`src/rtl/mem_branch_resolve.sv`:
```
// EX/MEM branch register and MEM-stage beq/bne resolution. It drives the next-PC select and the
// younger-stage squash. Optional saturating statistics counters are built with ARC_BRANCH_STATS_EN.
module mem_branch_resolve #(
  parameter int unsigned WIDTH = 32,
  parameter int unsigned CNT_W = 32
) (
  input  logic             i_clk,
  input  logic             i_rst,
  input  logic             i_con_stall,
  input  logic             i_con_validE,
  input  logic             i_con_branchE,
  input  logic             i_con_bneE,
  input  logic             i_flag_zeroE,
  input  logic [WIDTH-1:0] i_addr_pcbranchE,
  input  logic             i_con_excack,
  output logic [WIDTH-1:0] o_addr_pcbranchM,
  output logic             o_con_PCSrc,
  output logic             o_con_flushD,
  output logic             o_con_flushE,
  output logic             o_exc_misalign,
  output logic [CNT_W-1:0] o_cnt_branch,
  output logic [CNT_W-1:0] o_cnt_taken
);

  typedef enum logic [1:0] {StIdle, StRedirect, StHold} state_e;

  state_e           state_q;
  logic             valid_q, branch_q, bne_q, zero_q;
  logic [WIDTH-1:0] pcbranch_q;
  logic             exc_q;

  logic taken_e, aligned_e, redirect_e;
  logic taken_m, misalign_m;

  // beq takes priority when both decode bits are set.
  always_comb begin
    taken_e    = i_con_validE & (i_con_branchE ? i_flag_zeroE : (i_con_bneE & ~i_flag_zeroE));
    aligned_e  = (i_addr_pcbranchE[1:0] == 2'b00);
    redirect_e = taken_e & aligned_e;
    taken_m    = valid_q & (branch_q ? zero_q : (bne_q & ~zero_q));
    misalign_m = taken_m & (pcbranch_q[1:0] != 2'b00);
  end

  // The state register carries the redirect decision. It matches takenM & aligned for the
  // loaded MEM contents, so PCSrc comes straight from a flop.
  always_ff @(posedge i_clk or posedge i_rst) begin
    if (i_rst) begin
      state_q    <= StIdle;
      valid_q    <= 1'b0;
      branch_q   <= 1'b0;
      bne_q      <= 1'b0;
      zero_q     <= 1'b0;
      pcbranch_q <= '0;
    end else if (!i_con_stall) begin
      if (state_q != StIdle) begin
        // Self-squash: the EX instruction is on the wrong path.
        valid_q <= 1'b0;
        state_q <= StIdle;
      end else begin
        valid_q    <= i_con_validE;
        branch_q   <= i_con_branchE;
        bne_q      <= i_con_bneE;
        zero_q     <= i_flag_zeroE;
        pcbranch_q <= i_addr_pcbranchE;
        state_q    <= redirect_e ? StRedirect : StIdle;
      end
    end else if (state_q == StRedirect) begin
      state_q <= StHold;
    end
  end

  // Sticky misalign flag; a new set wins over a simultaneous ack.
  always_ff @(posedge i_clk or posedge i_rst) begin
    if (i_rst) begin
      exc_q <= 1'b0;
    end else begin
      exc_q <= misalign_m | (exc_q & ~i_con_excack);
    end
  end

  always_comb begin
    o_con_PCSrc      = (state_q != StIdle);
    o_con_flushD     = o_con_PCSrc;
    o_con_flushE     = o_con_PCSrc;
    o_addr_pcbranchM = pcbranch_q;
    o_exc_misalign   = exc_q | misalign_m;
  end

`ifdef ARC_BRANCH_STATS_EN
  logic [CNT_W-1:0] cnt_branch_q, cnt_taken_q;

  always_ff @(posedge i_clk or posedge i_rst) begin
    if (i_rst) begin
      cnt_branch_q <= '0;
      cnt_taken_q  <= '0;
    end else if (!i_con_stall) begin
      if (valid_q && (branch_q || bne_q) && (cnt_branch_q != '1)) begin
        cnt_branch_q <= cnt_branch_q + 1'b1;
      end
      if (o_con_PCSrc && (cnt_taken_q != '1)) begin
        cnt_taken_q <= cnt_taken_q + 1'b1;
      end
    end
  end

  assign o_cnt_branch = cnt_branch_q;
  assign o_cnt_taken  = cnt_taken_q;
`else
  assign o_cnt_branch = '0;
  assign o_cnt_taken  = '0;
`endif

endmodule

```
`config.mk`:
```
export PLATFORM = sky130hd
export DESIGN_NAME = mem_branch_resolve
export DESIGN_NICKNAME = d
export VERILOG_FILES = /design/src/rtl/mem_branch_resolve.sv
export SDC_FILE = /design/constraint.sdc
export NUM_CORES = 1
export LEC_CHECK = 0
export CAP_MARGIN = 20
export CORE_ASPECT_RATIO = 1.2
export CORE_UTILIZATION = 38
export DETAILED_ROUTE_END_ITERATION = 8
export PLACE_DENSITY = 0.86
export REMOVE_ABC_BUFFERS = 1
export SLEW_MARGIN = 10
export SYNTH_ARGS = -nofsm -noshare
export SYNTH_HDL_FRONTEND = slang
export SYNTH_SLANG_ARGS = --single-unit
```
`constraint.sdc`:
```
create_clock -name i_clk -period 2.6 [get_ports i_clk]
set_input_delay 0.52 -clock i_clk [delete_from_list [all_inputs] [get_ports i_clk]]
set_output_delay 0.52 -clock i_clk [all_outputs]
set_load 0.01 [all_outputs]
```
# --- Word level (Yosys, flattened, before mapping) ---
# Cells that the tools add are included.
op_classes:
  mul: 0
  addsub: 0
  bitwise_logic: 14
  mux: 7
  div_mod_pow: 0
  eq_ne: 2
  n_reduce_logical: 4
  n_shift: 0
  magnitude_cmp: 0
ops:
  columns: ["cell", "count"]
  rows:
  - ["1-bit bitwise AND", 7]
  - ["1-bit 2-to-1 mux", 5]
  - ["1-bit inverter", 5]
  - ["2-bit 2-to-1 mux", 2]
  - ["2-bit nonzero test", 2]
  - ["2-bit by 1-bit equality test with 1-bit output (second input constant)", 1]
  - ["2-bit logical NOT", 1]
  - ["2-bit by 1-bit inequality test with 1-bit output (second input constant)", 1]
  - ["1-bit bitwise OR", 2]
  - ["2-bit AND reduction", 1]
totals:
  latchBits: 0
  mem_count: 0
  mem_bits_rw: 0
  rom_bits: 0
  wordCells: 34
  register_bits: 39
  input_bits: 40

# --- Longest topological paths before layout ---
# Gate-level depths: netlist of run 1.
logic_depth:
  depth_word: 8
  mapped_depth: 4
  mapped_depth_nobuf: 3

# --- Worst setup path after synthesis of run 1 ---
# Ideal clock, no wire load.
synth_path:
  path_kind: "input-to-reg"
  start: "in i_con_stall"
  end: "reg pcbranch_q[0], in the netlist o_addr_pcbranchM[0]"
  stages: 3
  setup_time_ns: 0.125
  required_ns: 2.475
  path_buffers: 1
  path_slack_ns: 1.133
  arrival_ns: 1.342
  cell_sequence: "nor3_4 buf_6 mux2_2"
synth_via:
  elab_chain_cells: 2
synth_rtl:
  columns: ["element", "line", "text"]
  rows:
  - ["start: declaration", "9", "input logic i_con_stall,"]
  - ["1-bit inverter (no line)", null, null]
  - ["2-bit AND reduction (no line)", null, null]
  - ["end signal: assignment", "64", "pcbranch_q <= i_addr_pcbranchE;"]
  - ["end: declaration", "29", "logic [WIDTH-1:0] pcbranch_q;"]
# Every way passes these cells.
# A chain may end at the register's enable or synchronous reset.

# --- Final worst setup path of run 1 ---
layout_path:
  start: "reg zero_q"
  end: "out o_exc_misalign"
layout_via:
  elab_chain_cells: 6
layout_rtl:
  columns: ["element", "line", "text"]
  rows:
  - ["start: declaration", "28", "logic valid_q, branch_q, bne_q, zero_q;"]
  - ["start signal: assignment", "63", "zero_q <= i_flag_zeroE;"]
  - ["1-bit inverter", "40", "taken_m = valid_q & (branch_q ? zero_q : (bne_q & ~zero_q));"]
  - ["1-bit bitwise AND", "40", null]
  - ["1-bit 2-to-1 mux (*)", "40", null]
  - ["1-bit bitwise AND (*)", "40", null]
  - ["1-bit bitwise AND (*)", "41", "misalign_m = taken_m & (pcbranch_q[1:0] != 2'b00);"]
  - ["1-bit bitwise OR (*)", "86", "o_exc_misalign = exc_q | misalign_m;"]
  - ["end: declaration", "20", "output logic o_exc_misalign,"]
# Every way passes the cells marked *; elsewhere a longest branch is shown, timed or not.

==> flow_summary.ini, run 1 <==
[timing]
slew_violations = 0
clock_skew_ns = 0.00442
setup_viol = 0
rsz0062_at_grt = false
period_share_pct = 85.7
finalHoldViolCount = 0
fmax_mhz = 449
fin_crit_ns = 2.23
hold_slack_ns = 0.500
final.setup.tns_ns = 0

[synth]
ys_seq_area_share_pct = 48.4
syn-instance-count = 163
synth-edff-count = 0
yosysTopAreaCellShare_pct = 48.4
syn_area_per_cell_um2 = 12.4
synth_area_leaders = dfrtp_1 (48%), buf_4 (25%), mux2_2 (20%), buf_6 (1.7%), nor3_4 (0.81%)
netlist_top_cells_count = buf_4 (66), dfrtp_1 (39), mux2_2 (35), buf_6 (3), o21ai_0 (3)
synth_area_um2 = 2010
ys_seq_elements = 39
synth_flop_cell = dfrtp_1
ys_async_sr_fraction_pct = 100
synth_cell_types = 18
synth_top_cell_by_area = dfrtp_1
yosys_warnings = 0
post-synth-top-count-cell = buf_4

[clock_tree]
cts_tree = built
hold_buffers = 0
clock_latency_ns = 0.28
post_cts_buffers = 0
root_buffer = clkbuf_8
ctsResizeCount = 0
h-tree-depth = 2
cts_buffers = 5
cts.sinks = 39
clockBufferDepth = 2
clk_pin_slew_ns = 0.07

[drt]
ant_nets = 0
drc_errors = 0
routed_wl_mm = 3.29
dr_total_vias = 1237
drt_iter0_drc = 29
drtPass1Iterations = 2
wl_per_cell_um = 10.9
vias_per_cell = 4.10

[global_routing]
antenna_found_initial = 0
grt_start_max_net_pins = 40
grt_pass1_wl_mm = 5.06
grt_pass1_vias = 1086
overflow = 0
grt_usage_pct = 12.5

[power]
power.density_nw_per_um2 = 554
cellLeakagePower_nw = 1.20
ir_worst_vdd_mv = 0.318

[cells_and_area]
finalNetCount = 282
nFillCells = 446
antenna_cells = 0
area_delta_synth_final_pct = 31.9
final_layout_size_suffix_gt1_share_pct = 19.4

[worst_setup_path]
crit_required_ns = 2.08
endpoint_kind = primary output
arrival_ns = 1.71
crit_path_max_fanout = 3
crit_path_start_kind = flip-flop
worstSetupPathType = flip-flop to primary output

[worst_hold_path]
hold_class = flip-flop to flip-flop

[flow_run]
max_cap_viol_count = 0

[die]
coreArea_um2 = 5010
fp-row-count = 28
die_y_um = 81.8
start_util_pct = 40.2
dieWidth_um = 68.5
ios = 140
die-area_um2 = 5600

[place]
port_buffers = 75
gp_congestion = 0.729
place_hpwl_mm = 2.61

[outcome]
status = finished clean
-- power breakdown --
group | switching, mW | internal [mW] | leakage [nW]
Clock | 0.187 | 0.208 | 0.0470
Sequential | 0.0334 | 0.673 | 0.462
Combinational | 0.153 | 0.218 | 0.690
-- logic make-up (layout without fill, tap and decap cells) --
logic type | after synthesis | after routing | synth area share (%)
other | 1 | 64 | 0.186
buffers and inverters | 71 | 87 | 26.6
AOI/OAI and AO/OA | 7 | 7 | 1.80
and+or+nand+nor | 10 | 10 | 3.35
DFF | 39 | 39 | 48.4
muxes | 35 | 35 | 19.6
-- routing by layer --
layer	part of all wire, %	GRT usage, %	vias to the layer above
met3	9.3	5.14	6
met1	34	13.2	585
met5	0	0	-
met2	56	22.4	80
met4	1.3	3.75	0
li1	-	-	566
-- area by class of cell --
class / instances / area [um^2] / share of cell area [%]
Tap cell: 60 / 75.1 / 2.82
Clock buffer: 6 / 82.6 / 3.11
Timing Repair Buffer: 78 / 773 / 29.1
Inverter: 2 / 7.51 / 0.282
Multi-Input combinational cell: 116 / 738 / 27.8
Sequential cell: 39 / 976 / 36.7
Clock inverter: 1 / 5.00 / 0.188
-- registers in the layout (all words and copies together), names as in the netlist --
signal            count
o_addr_pcbranchM     32
state_q               2
bne_q                 1
branch_q              1
exc_q                 1
valid_q               1
zero_q                1
-- worst max-delay path, stage by stage, from the launching register on --
cell	delay [ns]
dfrtp_1	0.40
nor3b_1	0.22
a21oi_1	0.08
o21ai_0	0.17
clkdlybuf4s50_1	0.56
-- path summary, 6_finish.rpt --
| path | slack [ns] | from | to | cells after the start |
|---|---|---|---|---|
| worst min register to register | 0.50 | valid_q | valid_q | 2 |
| worst min-delay path | 0.50 | valid_q | valid_q | 2 |
| max in group asynchronous | 1.62 | i_rst | o_addr_pcbranchM[27] | 3 |
| worst max-delay path | 0.37 | zero_q | o_exc_misalign | 4 |
| worst max register to register | 1.19 | state_q[0] | o_addr_pcbranchM[19] | 3 |
| min in group asynchronous | 0.65 | i_rst | o_addr_pcbranchM[19] | 3 |
-- stage by stage --
| step | power [mW] | instances | util [%] | cell area (um^2) | worst slack [ns] |
|---|---|---|---|---|---|
| final | 1.47 | 302 | 53.0 | 2660 | 0.373 |
| after global routing | 1.57 | 302 | 53.0 | 2660 | 0.228 |
| after CTS | 1.50 | 302 | 53.0 | 2660 | 0.341 |
| after detailed placement | 1.10 | 295 | 51.3 | 2570 | 0.602 |
| after global placement | 1.08 | 295 | 51.3 | 2570 | 0.650 |
| after floorplan | 0.882 | 157 | - | 1720 | 0.680 |
-- placed cells by master (no fill, tap or decap), types with 2 or more instances in the layout --
| cell | Yosys | routed |
|---|---|---|
| nand3_1 | 2 | 2 |
| a21oi_1 | 2 | 2 |
| conb_1 | 1 | 64 |
| o21ai_0 | 3 | 3 |
| inv_1 | 2 | 2 |
| clkbuf_8 | 0 | 6 |
| mux2_2 | 35 | 35 |
| buf_4 | 66 | 3 |
| nor3b_1 | 2 | 2 |
| clkdlybuf4s50_1 | 0 | 75 |
| dfrtp_1 | 39 | 39 |
Note: power is estimated with default switching activity, not from simulation.
==> run 2, diff against run 1 <==
- CELL_PAD_IN_SITES_DETAIL_PLACEMENT: default -> 1
- CELL_PAD_IN_SITES_GLOBAL_PLACEMENT: default -> 1
- CORE_UTILIZATION: 38 -> 25
- PLACE_DENSITY: 0.86 -> default
- PLACE_DENSITY_LB_ADDON: default -> 0.1
- SETUP_SLACK_MARGIN: default -> 0.05
- clock period: 2.6 -> 2.49 ns (I/O delays scaled with it)
==> run 2 against run 1 <==
Net effect:
- the run now ends with design-rule violations left
- clock skew shrank 0.00089 ns
- design area grew 1.7%
- total power grew 5.0%
- register-to-register slack lost 0.09 ns
- clock-buffer cell count grew 1
- routed wire length grew 20%
- cell count grew 11%
- core utilization shrank 18 points
- setup slack lost 0.055 ns
- global-route usage shrank 2.8 points
- non-clock buffer count is the same
- critical path depth is the same
- critical endpoint unchanged
- largest power group unchanged
==> flow_summary.ini, run 2 (synthesis results as in run 1) <==
[outcome]
status = finished, violations left
violations = design-rule violations

[clock_tree]
clk_pin_slew_ns = 0.07
h-tree-depth = 2
cts_buffers = 5
root_buffer = clkbuf_8
cts.sinks = 39
cts_tree = built
hold_buffers = 0
post_cts_buffers = 0
clock_latency_ns = 0.29
ctsResizeCount = 0
clockBufferDepth = 2

[worst_setup_path]
r2r_cells = 3
crit_path_start_kind = flip-flop
regToRegSetupSlack_ns = 1.10
crit_path_max_fanout = 3
endpoint_kind = primary output
arrival_ns = 1.67
worstSetupPathType = flip-flop to primary output
crit_required_ns = 1.99

[die]
start_util_pct = 26.0
dieWidth_um = 83.9
die-area_um2 = 8420
ios = 140
die_y_um = 100
fp-row-count = 35
coreArea_um2 = 7750

[drt]
drt_iter0_drc = 58
routed_wl_mm = 3.93
wl_per_cell_um = 11.7
drtPass1Iterations = 7
vias_per_cell = 3.75
ant_nets = 0
drc_errors = 30
dr_total_vias = 1255

[cells_and_area]
antenna_cells = 0
final_cell_mix = clkdlybuf4s50_1 (75), conb_1 (64), dfrtp_1 (39)
final_common_cell = clkdlybuf4s50_1
finalNetCount = 282
final_layout_size_suffix_gt1_share_pct = 18.9
area_delta_synth_final_pct = 34.2
nFillCells = 888
largest_reg_flops = 32

[flow_run]
max_cap_viol_count = 0

[place]
place_hpwl_mm = 2.99
pre_cts_slack_ns = 0.536
gp_congestion = 0.647
port_buffers = 75

[timing]
period_share_pct = 87.3
final.setup.tns_ns = 0
setup_ws_ns = 0.317
finalHoldViolCount = 0
clock_skew_ns = 0.00353
slew_violations = 0
tightest_slew_ns = 0.723
rsz0062_at_grt = false
setup_viol = 0
fmax_mhz = 460
slew_headroom_pct = 51.5
fin_crit_ns = 2.17

[power]
total_power_mw = 1.55
power.density_nw_per_um2 = 572
cellLeakagePower_nw = 1.19
ir_worst_vdd_mv = 0.210

[global_routing]
grt_start_max_net_pins = 37
grt_usage_pct = 9.73
overflow = 0
grt_pass1_wl_mm = 6.26
grt_pass1_vias = 1261
antenna_found_initial = 0

[worst_hold_path]
hold_class = flip-flop to flip-flop
min_path_cells = 1
[run 2: final timing paths]
| path | endpoint | from |
|---|---|---|
| worst max-delay path | o_exc_misalign | zero_q |
| worst min-delay path | o_addr_pcbranchM[20] | o_addr_pcbranchM[20] |
| worst max register to register | o_addr_pcbranchM[6] | state_q[0] |
| worst min register to register | o_addr_pcbranchM[20] | o_addr_pcbranchM[20] |
| max in group asynchronous | branch_q | i_rst |
| min in group asynchronous | o_addr_pcbranchM[30] | i_rst |
[run 2: stage by stage]
| stage | utilization [%] | hold WS [ns] | instance area, um^2 | std cells |
|---|---|---|---|---|
| 2_1_floorplan | - | 0.442 | 1720 | 157 |
| 4_1_cts | 34.9 | 0.513 | 2700 | 335 |
| 5_1_grt | 34.9 | 0.538 | 2700 | 335 |
| 3_3_place_gp | 33.8 | 0.490 | 2620 | 327 |
| 3_5_place_dp | 33.8 | 0.494 | 2620 | 327 |
| 6_report | 34.9 | 0.509 | 2700 | 335 |
[run 2: layout make-up]
type	instances	area, um^2	area share [%]
clock buffer	7	76.3	2.82
clock inverter	1	5.00	0.185
inverter	2	7.51	0.278
multi-input combinational	116	738	27.3
sequential	39	976	36.1
tap	92	115	4.26
timing repair buffer	78	786	29.1
[run 2: report_power, final]
part,total (mW),internal (mW),switching (mW)
combinational,0.395,0.231,0.164
sequential,0.738,0.703,0.0356
clock,0.414,0.197,0.217
[run 2: critical path, cell delays in order, from the launching register on]
cell	delay [ns]
dfrtp_1	0.40
nor3b_1	0.19
a21oi_1	0.07
o21ai_0	0.17
clkdlybuf4s50_1	0.56
[run 2: layer usage]
metal	global-route usage, %	up-vias	routed length, um
met2	16.8	87	2060
met3	3.13	2	338
met4	5.17	0	49
li1	-	567	-
met5	0	-	0
met1	10.7	599	1480
==> run 3, diff against run 2 <==
- CORE_UTILIZATION: 25 -> 45
- DONT_BUFFER_PORTS: default -> 1
- REMOVE_ABC_BUFFERS: 1 -> default
==> run 3 against run 2 <==
Net effect:
- the flow now finishes without violations
- register-to-register slack got worse by 0.14 ns
- sequential share of layout area up 15 points
- combinational power down 57%
- routed wire length down 15%
- total power fell by 12%
- global-route usage increased by 4.4 points
- via count shrank 24%
- sequential power is 5.8% higher
- critical path depth fell by 1
==> flow_summary.ini, run 3 (synthesis results as in run 1) <==
[outcome]
status = finished clean

[clock_tree]
h-tree-depth = 2
clockBufferDepth = 2
cts_buffers = 5
clk_pin_slew_ns = 0.07
post_cts_buffers = 0
root_buffer = clkbuf_8
hold_buffers = 0
cts_tree = built
ctsResizeCount = 0
cts.sinks = 39
clock_latency_ns = 0.28

[global_routing]
grt_pass1_vias = 937
grt_pass1_wl_mm = 4.89
grt_start_max_net_pins = 37
grt_usage_pct = 14.1
overflow = 0
antenna_found_initial = 0

[drt]
vias_per_cell = 4.31
ant_nets = 0
drtPass1Iterations = 4
routed_wl_mm = 3.33
wl_per_cell_um = 15.0
drc_errors = 0
drt_iter0_drc = 2
dr_total_vias = 956

[timing]
final.setup.tns_ns = 0
tightest_slew_ns = 0.723
rsz0062_at_grt = false
setup_ws_ns = 0.626
setup_viol = 0
fin_crit_ns = 1.86
fmax_mhz = 537
finalHoldViolCount = 0
period_share_pct = 74.9
clock_skew_ns = 0.00378
slew_violations = 0
slew_headroom_pct = 51.8

[worst_setup_path]
slowest_delay_ns = 0.40
crit_path_start_kind = flip-flop
endpoint_kind = primary output
slowest_stage = dfrtp_1
path_cells = nor3b_1 -> a21oi_1 -> o21ai_0
crit_path_max_fanout = 3
worstSetupPathType = flip-flop to primary output
crit_required_ns = 1.99
regToRegSetupSlack_ns = 0.96
arrival_ns = 1.37

[power]
ir_worst_vdd_mv = 0.440
power.density_nw_per_um2 = 713
total_power_mw = 1.36
cellLeakagePower_nw = 0.907

[place]
placed_area_um2 = 1820
gp_congestion = 0.646
port_buffers = 0
pre_cts_slack_ns = 0.916
place_hpwl_mm = 2.63

[cells_and_area]
area_delta_synth_final_pct = -5.34
fin_area_um2 = 1910
final_layout_size_suffix_gt1_share_pct = 27.7
finalNetCount = 206
largest_reg_flops = 32
final_common_cell = conb_1
antenna_cells = 0
final_cell_mix = conb_1 (64), dfrtp_1 (39), mux2_2 (35)
nFillCells = 485

[die]
die_y_um = 75.3
ios = 140
start_util_pct = 47.3
die-area_um2 = 4750
coreArea_um2 = 4260
fp-row-count = 26
dieWidth_um = 63.1

[worst_hold_path]
hold_class = primary input to asynchronous set/reset pin

[flow_run]
max_cap_viol_count = 0
-- run 3: cell count changes in the layout (fill, tap and decap cells not counted) --
cell	change
clkbuf_8	+1
clkbuf_1	-2
buf_4	-1
clkinv_1	-1
inv_1	+1
clkdlybuf4s50_1	-75
-- run 3: worst max-delay path, delay by kind of cell, from the launching register on --
kind | cells | cell delay (ns)
flops | 1 | 0.40
compound gates | 2 | 0.47
simple gates | 1 | 0.22
-- run 3: power by group --
group	switching, mW	internal, mW	total (mW)
logic	0.0978	0.0702	0.168
registers	0.0775	0.704	0.781
clock network	0.194	0.217	0.411
-- run 3: layout make-up --
| class | instances | area, um^2 | area share [%] |
|---|---|---|---|
| repair buffers | 2 | 27.5 | 1.44 |
| clock inverters | 1 | 5.00 | 0.262 |
| clock buffers | 6 | 82.6 | 4.33 |
| multi-input cells | 116 | 738 | 38.7 |
| inverters | 2 | 7.51 | 0.394 |
| flip-flops and latches | 39 | 976 | 51.2 |
| well taps | 56 | 70.1 | 3.67 |
-- run 3: worst paths after layout --
check                      cells past startpoint              endpoint         start
hold / removal                                 1   o_addr_pcbranchM[4]         i_rst
setup reg to reg                               3  o_addr_pcbranchM[18]    state_q[0]
max in group asynchronous                      2   o_addr_pcbranchM[7]         i_rst
hold reg to reg                                1                 bne_q         bne_q
setup / recovery                               3        o_exc_misalign        zero_q
min in group i_clk                             1                 exc_q  i_con_excack
-- run 3: metrics by stage --
step	hold WS (ns)	instances	utilization, %
6_report	0.218	222	44.7
5_1_grt	0.276	222	44.7
4_1_cts	0.225	222	44.7
3_5_place_dp	0.502	215	42.7
3_3_place_gp	0.485	215	42.7
2_1_floorplan	0.442	226	-
-- run 3: layer usage --
layer  vias to the layer above  global-route usage [%]  share of wire (%)
met5                         -                       0                  0
met4                         0                    6.20                1.3
met3                         5                    5.84                 11
met2                        70                    25.9                 56
met1                       472                    14.2                 32
li1                        409                       -                  -
